<file path="src/rtl/if_stage_if.sv">
// Instruction-memory fetch bus between the fetch stage and instruction memory.
// Ports: imem_req/imem_addr from the fetch stage, imem_ready/imem_rdata from memory.
// Memory samples imem_addr on every cycle imem_req is high; a new address cancels the old one.
`ifndef WORD_LEN
`define WORD_LEN 32
`endif

interface if_stage_if #(
  parameter int WORD_LEN = `WORD_LEN
) ();

  logic                imem_req;    // fetch request
  logic [WORD_LEN-1:0] imem_addr;   // byte address of the fetch
  logic                imem_ready;  // rdata valid for the current imem_addr
  logic [WORD_LEN-1:0] imem_rdata;  // fetched instruction word

  // Fetch-stage side
  modport master (
    output imem_req,
    output imem_addr,
    input  imem_ready,
    input  imem_rdata
  );

  // Instruction-memory side
  modport slave (
    input  imem_req,
    input  imem_addr,
    output imem_ready,
    output imem_rdata
  );

endinterface

</file>
<file path="src/rtl/if_stage.sv">
// Purpose : instruction fetch stage; owns the PC, drives instruction memory, fills IF/ID.
// Latency : word returned with imem_ready in cycle N appears on instruction/if_valid in N+1.
// Backpr. : freeze holds PC and IF/ID; imem_ready=0 inserts a bubble; br_taken overrides both.
//
// Ports:
//   clk, rst              clock, asynchronous active-low reset
//   freeze                decode-stage hazard stall
//   br_taken, br_offset   taken branch for the instruction in IF/ID, word offset
//   imem (master)         instruction-memory fetch bus (req/addr out, ready/rdata in)
//   pc_out, instruction   IF/ID register: fetch PC + 4 and fetched word
//   if_valid              IF/ID holds a real instruction (0 = bubble)
//
// Build option: define IF_SKID_BUF_EN to add a single-entry skid buffer that keeps
// fetching during a freeze and parks the returned word until the stall clears.
`ifndef WORD_LEN
`define WORD_LEN 32
`endif

module if_stage #(
  parameter int                  WORD_LEN = `WORD_LEN,
  parameter logic [WORD_LEN-1:0] RESET_PC = '0
) (
  input  logic                clk,
  input  logic                rst,
  input  logic                freeze,
  input  logic                br_taken,
  input  logic [WORD_LEN-1:0] br_offset,
  if_stage_if.master          imem,
  output logic [WORD_LEN-1:0] pc_out,
  output logic [WORD_LEN-1:0] instruction,
  output logic                if_valid
);

  // Architectural state
  logic [WORD_LEN-1:0] pc_q,     pc_d;
  logic [WORD_LEN-1:0] pc_out_q, pc_out_d;
  logic [WORD_LEN-1:0] instr_q,  instr_d;
  logic                valid_q,  valid_d;

  // Sequential PC and branch target; both wrap silently at 2^WORD_LEN.
  logic [WORD_LEN-1:0] pc_inc;
  logic [WORD_LEN-1:0] br_target;

  assign pc_inc    = pc_q + WORD_LEN'(4);
  assign br_target = pc_out_q + (br_offset << 2);

`ifdef IF_SKID_BUF_EN
  // FETCH: request outstanding at pc_q. BUF: a word fetched under freeze is parked
  // in buf_dat_q and memory is idle until it is handed to decode.
  typedef enum logic {
    S_FETCH = 1'b0,
    S_BUF   = 1'b1
  } state_e;

  state_e              state_q,   state_d;
  logic [WORD_LEN-1:0] buf_dat_q, buf_dat_d;
`endif

  // ---------------------------------------------------------------------------
  // Fetch request
  // ---------------------------------------------------------------------------
  always_comb begin
    imem.imem_addr = pc_q;
`ifdef IF_SKID_BUF_EN
    // Keep fetching through a freeze; the buffer absorbs one returned word.
    imem.imem_req  = rst && (state_q == S_FETCH);
`else
    // Without a buffer there is nowhere to put a word returned under freeze.
    imem.imem_req  = rst && !freeze;
`endif
  end

  // ---------------------------------------------------------------------------
  // Next-state logic
  // ---------------------------------------------------------------------------
  always_comb begin
    pc_d     = pc_q;
    pc_out_d = pc_out_q;
    instr_d  = instr_q;
    valid_d  = valid_q;
`ifdef IF_SKID_BUF_EN
    state_d   = state_q;
    buf_dat_d = buf_dat_q;
`endif

    if (br_taken) begin
      // Redirect wins over freeze and ready: any in-flight or parked word is
      // on the wrong path, so drop it and squash IF/ID. pc_out is kept.
      pc_d    = br_target;
      instr_d = '0;
      valid_d = 1'b0;
`ifdef IF_SKID_BUF_EN
      state_d   = S_FETCH;
      buf_dat_d = '0;
`endif
    end else begin
`ifdef IF_SKID_BUF_EN
      case (state_q)
        S_FETCH: begin
          if (!freeze) begin
            if (imem.imem_ready) begin
              pc_out_d = pc_inc;
              instr_d  = imem.imem_rdata;
              valid_d  = 1'b1;
              pc_d     = pc_inc;
            end else begin
              valid_d = 1'b0;
            end
          end else if (imem.imem_ready) begin
            // Park the word; PC moves on so pc_q already equals its PC + 4.
            buf_dat_d = imem.imem_rdata;
            pc_d      = pc_inc;
            state_d   = S_BUF;
          end
        end
        S_BUF: begin
          if (!freeze) begin
            // pc_q was advanced when the word was parked, so it is the word's PC + 4.
            pc_out_d = pc_q;
            instr_d  = buf_dat_q;
            valid_d  = 1'b1;
            state_d  = S_FETCH;
          end
        end
        default: begin
          state_d = S_FETCH;
        end
      endcase
`else
      if (!freeze) begin
        if (imem.imem_ready) begin
          pc_out_d = pc_inc;
          instr_d  = imem.imem_rdata;
          valid_d  = 1'b1;
          pc_d     = pc_inc;
        end else begin
          valid_d = 1'b0;
        end
      end
`endif
    end
  end

  // ---------------------------------------------------------------------------
  // State registers
  // ---------------------------------------------------------------------------
  always_ff @(posedge clk or negedge rst) begin
    if (!rst) begin
      pc_q     <= RESET_PC;
      pc_out_q <= '0;
      instr_q  <= '0;
      valid_q  <= 1'b0;
`ifdef IF_SKID_BUF_EN
      state_q   <= S_FETCH;
      buf_dat_q <= '0;
`endif
    end else begin
      pc_q     <= pc_d;
      pc_out_q <= pc_out_d;
      instr_q  <= instr_d;
      valid_q  <= valid_d;
`ifdef IF_SKID_BUF_EN
      state_q   <= state_d;
      buf_dat_q <= buf_dat_d;
`endif
    end
  end

  assign pc_out      = pc_out_q;
  assign instruction = instr_q;
  assign if_valid    = valid_q;

endmodule

</file>
<file path="src/flat_wrapper.sv">
// flat-port wrapper written by rule: the top's interface ports become plain ports
module if_stage_flat 
#(
  parameter int                  WORD_LEN = `WORD_LEN,
  parameter logic [WORD_LEN-1:0] RESET_PC = '0
)
  (clk, rst, freeze, br_taken, br_offset, pc_out, instruction, if_valid, imem_imem_req, imem_imem_addr, imem_imem_ready, imem_imem_rdata);
  if_stage_if #(.WORD_LEN(WORD_LEN)) imem_i ();
  input  logic clk;
  input  logic rst;
  input  logic freeze;
  input  logic br_taken;
  input  logic [WORD_LEN-1:0] br_offset;
  output logic [WORD_LEN-1:0] pc_out;
  output logic [WORD_LEN-1:0] instruction;
  output logic if_valid;
  output wire logic [$bits(imem_i.imem_req)-1:0] imem_imem_req;
  output wire logic [$bits(imem_i.imem_addr)-1:0] imem_imem_addr;
  input wire logic [$bits(imem_i.imem_ready)-1:0] imem_imem_ready;
  input wire logic [$bits(imem_i.imem_rdata)-1:0] imem_imem_rdata;
  assign imem_imem_req = imem_i.imem_req;
  assign imem_imem_addr = imem_i.imem_addr;
  assign imem_i.imem_ready = imem_imem_ready;
  assign imem_i.imem_rdata = imem_imem_rdata;
  if_stage #(.WORD_LEN(WORD_LEN), .RESET_PC(RESET_PC)) u_core (.clk(clk), .rst(rst), .freeze(freeze), .br_taken(br_taken), .br_offset(br_offset), .imem(imem_i), .pc_out(pc_out), .instruction(instruction), .if_valid(if_valid));
endmodule
</file>
<file path="config.mk">
export PLATFORM = sky130hd
export DESIGN_NAME = if_stage_flat
export DESIGN_NICKNAME = d
export VERILOG_FILES = /design/src/rtl/if_stage_if.sv /design/src/rtl/if_stage.sv /design/src/flat_wrapper.sv
export SDC_FILE = /design/constraint.sdc
export NUM_CORES = 1
export LEC_CHECK = 0
export ABC_CLOCK_PERIOD_IN_PS = 6700
export CAP_MARGIN = 15
export CORE_MARGIN = 8
export CORE_UTILIZATION = 53
export DETAILED_ROUTE_END_ITERATION = 8
export PLACE_DENSITY = 0.92
export SLEW_MARGIN = 5
export SYNTH_ARGS = -nofsm -noshare
export SYNTH_HDL_FRONTEND = slang
export SYNTH_SLANG_ARGS = --single-unit
export TNS_END_PERCENT = 10
</file>
<file path="constraint.sdc">
create_clock -name clk -period 6.7 [get_ports clk]
set_input_delay 0.67 -clock clk [delete_from_list [all_inputs] [get_ports clk]]
set_output_delay 0.67 -clock clk [all_outputs]
set_load 0.02 [all_outputs]
</file>
Yosys cells after proc, flatten, opt, wreduce, memory -nomap -nowiden

Index checks and enable logic that the tools add are counted.

Bits in registers: 97
Bits of input ports: 69
Output and inout bits: 98
Logic and storage cells: 23

Add/sub/neg operators: 2
Eq/ne operators: 1
Mux-type cells: 9
Bitwise gates (word level): 2
Reductions and logical operators: 5

Operators with widths:

| cell                                                             | number |
|---|---|
| 32-bit 2-to-1 mux                                                | 6 |
| 32-bit by 3-bit adder with 32-bit output (second input constant) | 1 |
| 32-bit adder                                                     | 1 |
| 1-bit 2-to-1 mux                                                 | 3 |
| 3-bit AND reduction                                              | 1 |
| 2-bit by 1-bit != test with 1-bit output (second input constant) | 1 |
| 1-bit NOT                                                        | 2 |
| 2-bit AND reduction                                              | 1 |
| 2-bit nonzero test                                               | 1 |
| 1-bit logical AND                                                | 1 |
| 1-bit zero test                                                  | 1 |

Depth between registers and ports, before layout

Gate-level depths: netlist of the first run.

Depth after elaboration: 4
Gate-level depth with buffers: 9
Gate-level depth less buffers: 9

Worst setup path after synthesis of the first run

OpenSTA, ideal clock, no wires.

Kind: input to register
From: input port br_offset[0]
To: register u_core.pc_q[30] (netlist: u_core.imem.imem_addr[30])
Setup time: 0.135 ns
Data arrival time: 2.681 ns
Required time: 6.565 ns
Path slack: 3.884 ns
Stages: 9
Buffers on the path: 0
Cell sequence: ha_1 fa_1 a211oi_2 o211ai_1 a311oi_2 nor4_1 a311oi_1 xor2_1 o21ai_0

Word-level cells in the longest chain between the ends: 2

Ends and longest elaborated chain:

| element              | line               | source |
|---|---|---|
| start, declared      | flat_wrapper.sv:13 | `input logic [WORD_LEN-1:0] br_offset;` |
| 32-bit adder         | if_stage.sv:45     | `assign br_target = pc_out_q + (br_offset << 2);` |
| 32-bit 2-to-1 mux    | if_stage.sv:86     | `if (br_taken) begin` |
| end signal, assigned | if_stage.sv:158    | `pc_q <= pc_d;` |
| end, declared        | if_stage.sv:35     | `logic [WORD_LEN-1:0] pc_q, pc_d;` |

Every way passes these cells.
A chain may end at the register's enable or synchronous reset.

Worst setup path after layout of the first run

Ends and elaborated chain as after synthesis.

==> results of run 1 <==
-- power breakdown --
| group | internal [mW] | switching [mW] | leakage (nW) |
|---|---|---|---|
| registers | 0.752 | 0.239 | 1.18 |
| logic | 0.779 | 0.933 | 1.94 |
| clock network | 0.332 | 0.248 | 0.161 |
| total | 1.86 | 1.42 | 3.28 |
-- per-layer routing --
metal | vias up | track usage [%] | wire length (um)
li1 | 2806 | - | -
met1 | 2841 | 27.8 | 7060
met2 | 271 | 41.0 | 8910
met3 | 44 | 10.7 | 2320
met4 | 0 | 12.3 | 649
met5 | - | 0 | 0
-- registers in the layout, indices dropped and copies added, names as in the netlist --
signal,count
u_core.pc_out,32
u_core.instruction,32
u_core.imem.imem_addr,32
u_core.if_valid,1
-- worst min-delay path by stage --
stage / startpoint / endpoint / slack [ns] / depth (start not counted)
after CTS: rst / u_core.imem.imem_addr[22]$_DFFE_PN0P_ / 0.31 / 1
after floorplan: rst / u_core.if_valid$_DFFE_PN0P_ / 0.37 / 0
after global placement: u_core.instruction[6]$_DFFE_PN0P_ / u_core.instruction[6]$_DFFE_PN0P_ / 0.51 / 2
after detailed placement: u_core.instruction[18]$_DFFE_PN0P_ / u_core.instruction[18]$_DFFE_PN0P_ / 0.51 / 2
after global routing: rst / u_core.imem.imem_addr[22]$_DFFE_PN0P_ / 0.34 / 1
final: rst / u_core.imem.imem_addr[22]$_DFFE_PN0P_ / 0.29 / 1
-- layout make-up --
type	count	area, um2
Sequential cell	97	2430
Clock inverter	7	100
Fill cell	817	3170
Clock buffer	9	225
Multi-Input combinational cell	583	3560
Tap cell	143	179
Inverter	10	37.5
Timing Repair Buffer	169	1670
-- cell usage after synthesis (3+ instances only) --
| library cell | number | area (um2) |
|---|---|---|
| or3_1 | 4 | 25.0 |
| nor3_1 | 12 | 60.1 |
| nor4_1 | 3 | 18.8 |
| nand2b_1 | 4 | 25.0 |
| ha_1 | 30 | 375 |
| nor3_2 | 4 | 40.0 |
| or2_2 | 3 | 18.8 |
| a31o_2 | 3 | 26.3 |
| nor2_1 | 77 | 289 |
| xnor2_1 | 44 | 385 |
| buf_2 | 3 | 15.0 |
| nand2_1 | 114 | 428 |
| a211oi_1 | 4 | 30.0 |
| nand4_1 | 10 | 62.6 |
| clkbuf_1 | 28 | 105 |
| mux2i_1 | 5 | 50.1 |
| a31oi_1 | 6 | 37.5 |
| nor2b_1 | 4 | 25.0 |
| buf_1 | 5 | 18.8 |
| xor2_1 | 36 | 315 |
| o21bai_1 | 5 | 37.5 |
| mux2_2 | 5 | 56.3 |
| dfrtp_1 | 97 | 2430 |
| a21oi_1 | 105 | 526 |
| inv_1 | 9 | 33.8 |
| and3_1 | 5 | 31.3 |
| and2_1 | 4 | 25.0 |
| o21ai_0 | 30 | 150 |
| o211ai_1 | 3 | 22.5 |
| a21o_1 | 11 | 82.6 |
| nand3_1 | 22 | 110 |
-- critical path, cell delays in order --
cell	delay, ns
clkdlybuf4s50_1	0.41
ha_1	0.24
fa_1	0.45
a211oi_2	0.30
o211ai_1	0.24
a311oi_2	0.53
nor4_1	0.12
a311oi_1	0.35
xor2_1	0.19
o21ai_0	0.09
-- layout by cell type, fill, tap and decap left out, types with 5 or more instances in the layout --
cell and n:
clkbuf_16 9, xnor2_1 44, a31oi_1 6, nand2_1 114, nand3_1 22, clkdlybuf4s50_1 162, a21oi_1 105, nand4_1 10
nor3_1 12, inv_1 9, mux2_2 5, buf_4 6, mux2i_1 5, a21o_1 11, o21bai_1 5, nor2_1 76
xor2_1 36, o21ai_0 30, dfrtp_1 97, and3_1 5, ha_1 30
-- metrics by stage --
stage          worst slack, ns  total power, mW
6_report                  3.35             3.28
5_1_grt                   3.23             3.48
4_1_cts                   3.40             3.28
3_5_place_dp              3.06             2.68
3_3_place_gp              3.12             2.63
2_1_floorplan             3.88             2.03
-- kinds of logic (layout without fill, tap and decap cells) --
logic type,Yosys count,count (layout),share of synthesized area [%]
xor+xnor,80,80,11.4
simple gates,277,277,20.4
flops,97,97,39.4
fa+ha+maj,31,31,6.41
buf+inv,49,195,3.18
mux,10,10,1.72
compound gates,185,185,17.5
==> summary.txt, run 1 <==
Global route
  – GR Util All Layers: between 20% and 30%
  – Largest net degree at the start of global routing: 60
  – First-pass GRT wire length: about 30000 um
  – Initial antenna violation count: 0
  – Remaining global-route overflow: 0
  – Vias in the first global route: ~6100

Detailed routing
  – Via count: 5962
  – Vias/cell: 5.86
  – Routed len/inst: 18.6 um
  – WL final: 18900 um
  – DRT Pass-1 Iters: 6
  – Drc violations: 0
  – Initial drt markers: around 460
  – ANT nets after route: 0

STA
  – Final cycle utilization of the critical path: 49.9%
  – Headroom to the max-slew limit: 48.1%
  – Final setup violation count: 0
  – Worst hold slack: 0.294 ns
  – Skew final: 0.0110 ns
  – Final worst path period need: 3.35 ns
  – Achievable frequency: approximately 300 MHz
  – Worst-margin pin slew: around 0.8 ns
  – Sum of negative setup slack: 0 ns
  – Max Slew Vio Count: 0
  – Final hold vios: 0
  – RSZ-0062 raised after global routing: false

Clocking
  – Clock network latency to the later pin of the worst-skew pair: 0.36 ns
  – CTS Hold Bufs: 0
  – Clock-pin slew on the worst setup and hold paths: 0.08 ns
  – Setup repair bufs after CTS: 0
  – Max H-tree Level: 3
  – CTS Sinks: 97
  – Total CTS buffers: 9
  – CTS tree: done
  – CTS resizes: 0
  – CTS max path bufs: 2
  – Root buf cell: clkbuf_16

Layout
  – Final core occ: 72.1%
  – Fin area: 0.00820 mm2
  – Fin cells: 1018
  – Area delta synth->final: 33.0%
  – N_diodes: 0
  – Final nets: 970
  – Share of cells above drive strength 1: ~6.2%

Yosys
  – Ys Warns: 0
  – EDFF count, synth: 0
  – Async set-reset flop share out of synthesis: 100%
  – Ys flop type: dfrtp_1
  – Netlist cell types: 59
  – Post-Syn Instances: 729
  – Syn Std Cell Area: 0.00617 mm2
  – Post-synthesis sequential area ratio: 39.4%
  – Avg Cell Area, Syn: around 8.5 um2
  – #FFs+latches synth: 97
  – Net Count, Synth: 829

Critical path
  – Crit Path Category: in2reg
  – Critical Path RT: 6.94 ns
  – Reg-to-Reg Start: u_core.pc_out[2]$_DFFE_PN0P_
  – Critical path endpoint category: register
  – CP startpoint: br_offset[0]
  – CP Launch Type: input port
  – Critical Path AT: approximately 3.6 ns
  – Crit path max fanout: 4
  – Reg2reg end: u_core.imem.imem_addr[30]$_DFFE_PN0P_
  – FF-to-FF setup slack: 3.68 ns
  – R2R cell count: 9
  – Setup crit end: u_core.imem.imem_addr[30]$_DFFE_PN0P_

Place
  – Port buffer count: 164
  – Post-DP Area: 0.00788 mm2
  – HPWL Detailed: approximately 14000 um
  – Routability cong.: roughly 0.9
  – Placed cells: about 1000

Status
  – Status: completed

Floorplanning
  – Starting Density: between 50% and 60%
  – Die X-Extent: 124 um
  – Die height: around 120 um
  – Std cell rows: 39
  – Core area: approximately 0.011 mm2
  – Die area: between 0.015 and 0.02 mm2
  – Ports: 167

Pwr
  – Peak VDD IR: 0.335 mV
  – PwrDens: around 400 mW/mm2
  – Pleak: 3.28 nW

Flow run
  – Max-cap viol count: 0

Min path
  – Hold crit path type: in2async
(Power assumes the default switching activity.)
==> run 2, diff against run 1 <==
ABC_CLOCK_PERIOD_IN_PS = 2820   (was 6700)
CORE_UTILIZATION = 45   (was 53)
PLACE_DENSITY = 0.83   (was 0.92)
clock period = 2.82 ns   (was 6.7 ns; I/O delays follow)
==> run 2 against run 1 <==
Core utilization decreased by 8.6 points. Design area increased by 3.0%. Final cell count increased by 6.1%. Sequential share of layout area decreased by 0.86 points. Routed wire length increased by 0.97%. First-iteration DRC count decreased by 4.8%. Global-route usage decreased by 3.7 points. Sequential power increased by 140%. Worst setup slack got worse by 3.2 ns. Critical path depth unchanged. Register-to-register slack got worse by 3.5 ns. Count of clock-buffer cells in the layout unchanged. Critical endpoint is now u_core.imem.imem_addr[26]$_DFFE_PN0P_.
==> summary.txt, run 2 (synthesis results as in run 1) <==
Floorplanning
  – Starting Density: 46.4% (-7.9 points)
  – Die X-Extent: 133 um (+7.4%)
  – Std cell rows: 42 (+7.7%)
  – Die height: 133 um (+7.4%)
  – Core area: 0.0133 mm2 (+17%)
  – Die area: 0.0177 mm2 (+15%)
  – Ports: 167 (unchanged)

Clocking
  – CTS tree: done
  – Max H-tree Level: 3 (unchanged)
  – Clock-pin slew on the worst setup and hold paths: 0.07 ns (about the same)
  – CTS Sinks: 97 (unchanged)
  – CTS max path bufs: 2 (unchanged)
  – Root buf cell: clkbuf_16
  – Clock network latency to the later pin of the worst-skew pair: 0.36 ns (about the same)
  – Setup repair bufs after CTS: 0 (unchanged)
  – Total CTS buffers: 9 (unchanged)
  – CTS Hold Bufs: 0 (unchanged)

STA
  – Final cycle utilization of the critical path: 95.4%
  – Final hold vios: 0 (unchanged)
  – RSZ-0062 raised after global routing: false
  – Final setup violation count: 0 (unchanged)
  – Worst hold slack: 0.0879 ns (-0.206 ns)
  – Sum of negative setup slack: 0 ns (unchanged)
  – Max Slew Vio Count: 0 (unchanged)
  – Achievable frequency: between 300 and 400 MHz
  – Skew final: 0.00841 ns (-0.00261 ns)
  – Worst-margin pin slew: 0.668 ns (-0.110 ns)
  – Final worst path period need: between 2 and 3 ns
  – Headroom to the max-slew limit: 55.5% (+7.3 points)

Global route
  – Grt peak-use layer: met2
  – First-pass GRT wire length: 30600 um (+1.5%)
  – Grt met3 use: 9.12% (-1.6 points)
  – Met1 Usage GRT: 25.5% (-2.3 points)
  – Vias in the first global route: 5894 (-4.1%)
  – Initial antenna violation count: 1 (+1)
  – Met2 Use GR: 34.2% (-6.8 points)
  – Remaining global-route overflow: 0 (unchanged)
  – GR Util All Layers: 21.4% (-3.7 points)
  – Largest net degree at the start of global routing: 51 (-15%)

Critical path
  – Crit Path Category: reg2reg
  – Critical Path AT: 2.91 ns (-0.67 ns)
  – Crit path max fanout: 4 (unchanged)
  – Critical path endpoint category: register
  – Reg-to-Reg Start: u_core.pc_out[2]$_DFFE_PN0P_
  – CP startpoint: u_core.pc_out[2]$_DFFE_PN0P_
  – Critical Path RT: 3.05 ns (-3.89 ns)
  – CP Launch Type: register

Place
  – Port buffer count: 164 (unchanged)
  – Post-DP Area: 0.00814 mm2 (+3.3%)
  – HPWL Detailed: 14200 um (+5.1%)
  – Routability cong.: 0.914 (+1.8%)

Layout
  – Share of cells above drive strength 1: 9.18% (+3.0 points)
  – Area delta synth->final: 37.0%
  – Multi-input logic area: 0.00356 mm2 (unchanged)
  – N_diodes: 0 (unchanged)
  – Commonest non-fill, non-tap cell in the layout: clkdlybuf4s50_1
  – Reg area: 0.00243 mm2 (unchanged)
  – Commonest non-fill, non-tap cells in the layout: clkdlybuf4s50_1, nand2_1, a21oi_1
  – Layout fillers: 1108 (+36%)
  – Final nets: 999 (+3.0%)
  – Fin area: 0.00845 mm2 (+3.0%)

Detailed routing
  – Vias/cell: 5.48 (-6.4%)
  – Via count: 5921 (-0.69%)
  – WL final: 19100 um (+0.97%)
  – Drc violations: 0 (unchanged)
  – Initial drt markers: 440 (-4.8%)
  – Routed len/inst: 17.7 um (-4.8%)
  – ANT nets after route: 0 (unchanged)
  – DRT Pass-1 Iters: 5 (-1)

Flow run
  – Max-cap viol count: 0 (unchanged)

Pwr
  – PwrDens: 937 mW/mm2 (+130%)
  – Pleak: 3.41 nW (+3.9%)
  – Peak VDD IR: 0.513 mV (+53%)

Min path
  – Hold crit path type: in2async

Status
  – Status: completed
==> run 2: cell type report <==
class                           instances  area share [%]
Sequential cell                        97            28.7
Timing Repair Buffer                  198            22.4
Tap cell                              176            2.61
Clock buffer                            9            2.67
Multi-Input combinational cell        583            42.2
Clock inverter                          7            1.02
Inverter                               10           0.444
==> run 2: worst max-delay path: stages, from the launching register on <==
cell and delay [ns]:
dfrtp_1 0.42, ha_1 0.22, fa_1 0.42, a211oi_2 0.27, o211ai_1 0.19, a311oi_2 0.28
buf_4 0.18, nor3_1 0.06, or3_1 0.31, a21oi_1 0.16, a21oi_1 0.06
==> run 2: metal layers <==
metal | part of all wire (%) | wire [um]
met5 | 0.078 | 15
met1 | 40 | 7720
met2 | 46 | 8850
met3 | 11 | 2170
met4 | 1.9 | 357
==> run 2: report_power, final <==
part           switching (mW)  internal, mW
clock network           0.618         0.708
registers               0.582          1.78
logic                    2.22          2.01
total                    3.42          4.50
==> run 2: path summary, 6_finish.rpt <==
kind / end / slack, ns / cells past startpoint
min: u_core.instruction[4]$_DFFE_PN0P_ / 0.09 / 2
min reg2reg: u_core.instruction[29]$_DFFE_PN0P_ / 0.52 / 2
min in group clk: u_core.imem.imem_addr[28]$_DFFE_PN0P_ / 0.25 / 2
max reg2reg: u_core.imem.imem_addr[26]$_DFFE_PN0P_ / 0.13 / 10
max: u_core.imem.imem_addr[26]$_DFFE_PN0P_ / 0.13 / 10
max in group asynchronous: u_core.imem.imem_addr[25]$_DFFE_PN0P_ / 2.26 / 2
==> run 2: stage by stage <==
stage / std cells / setup slack [ns] / utilization, % / power [mW]
floorplan: 729 / 0.199 / - / 4.83
global placement: 1064 / -0.104 / 61.2 / 6.49
detailed placement: 1064 / -0.124 / 61.2 / 6.57
CTS: 1080 / 0.147 / 63.5 / 7.93
global route: 1080 / 0.00509 / 63.5 / 8.41
finish: 1080 / 0.131 / 63.5 / 7.92
==> run 2: what timing repair did <==
| item | in CTS | in global routing |
|---|---|---|
| endpoints found under the setup margin | 0 | 2 |
| gates resized for setup | 0 | 0 |
| hold endpoints to repair | 0 | 0 |
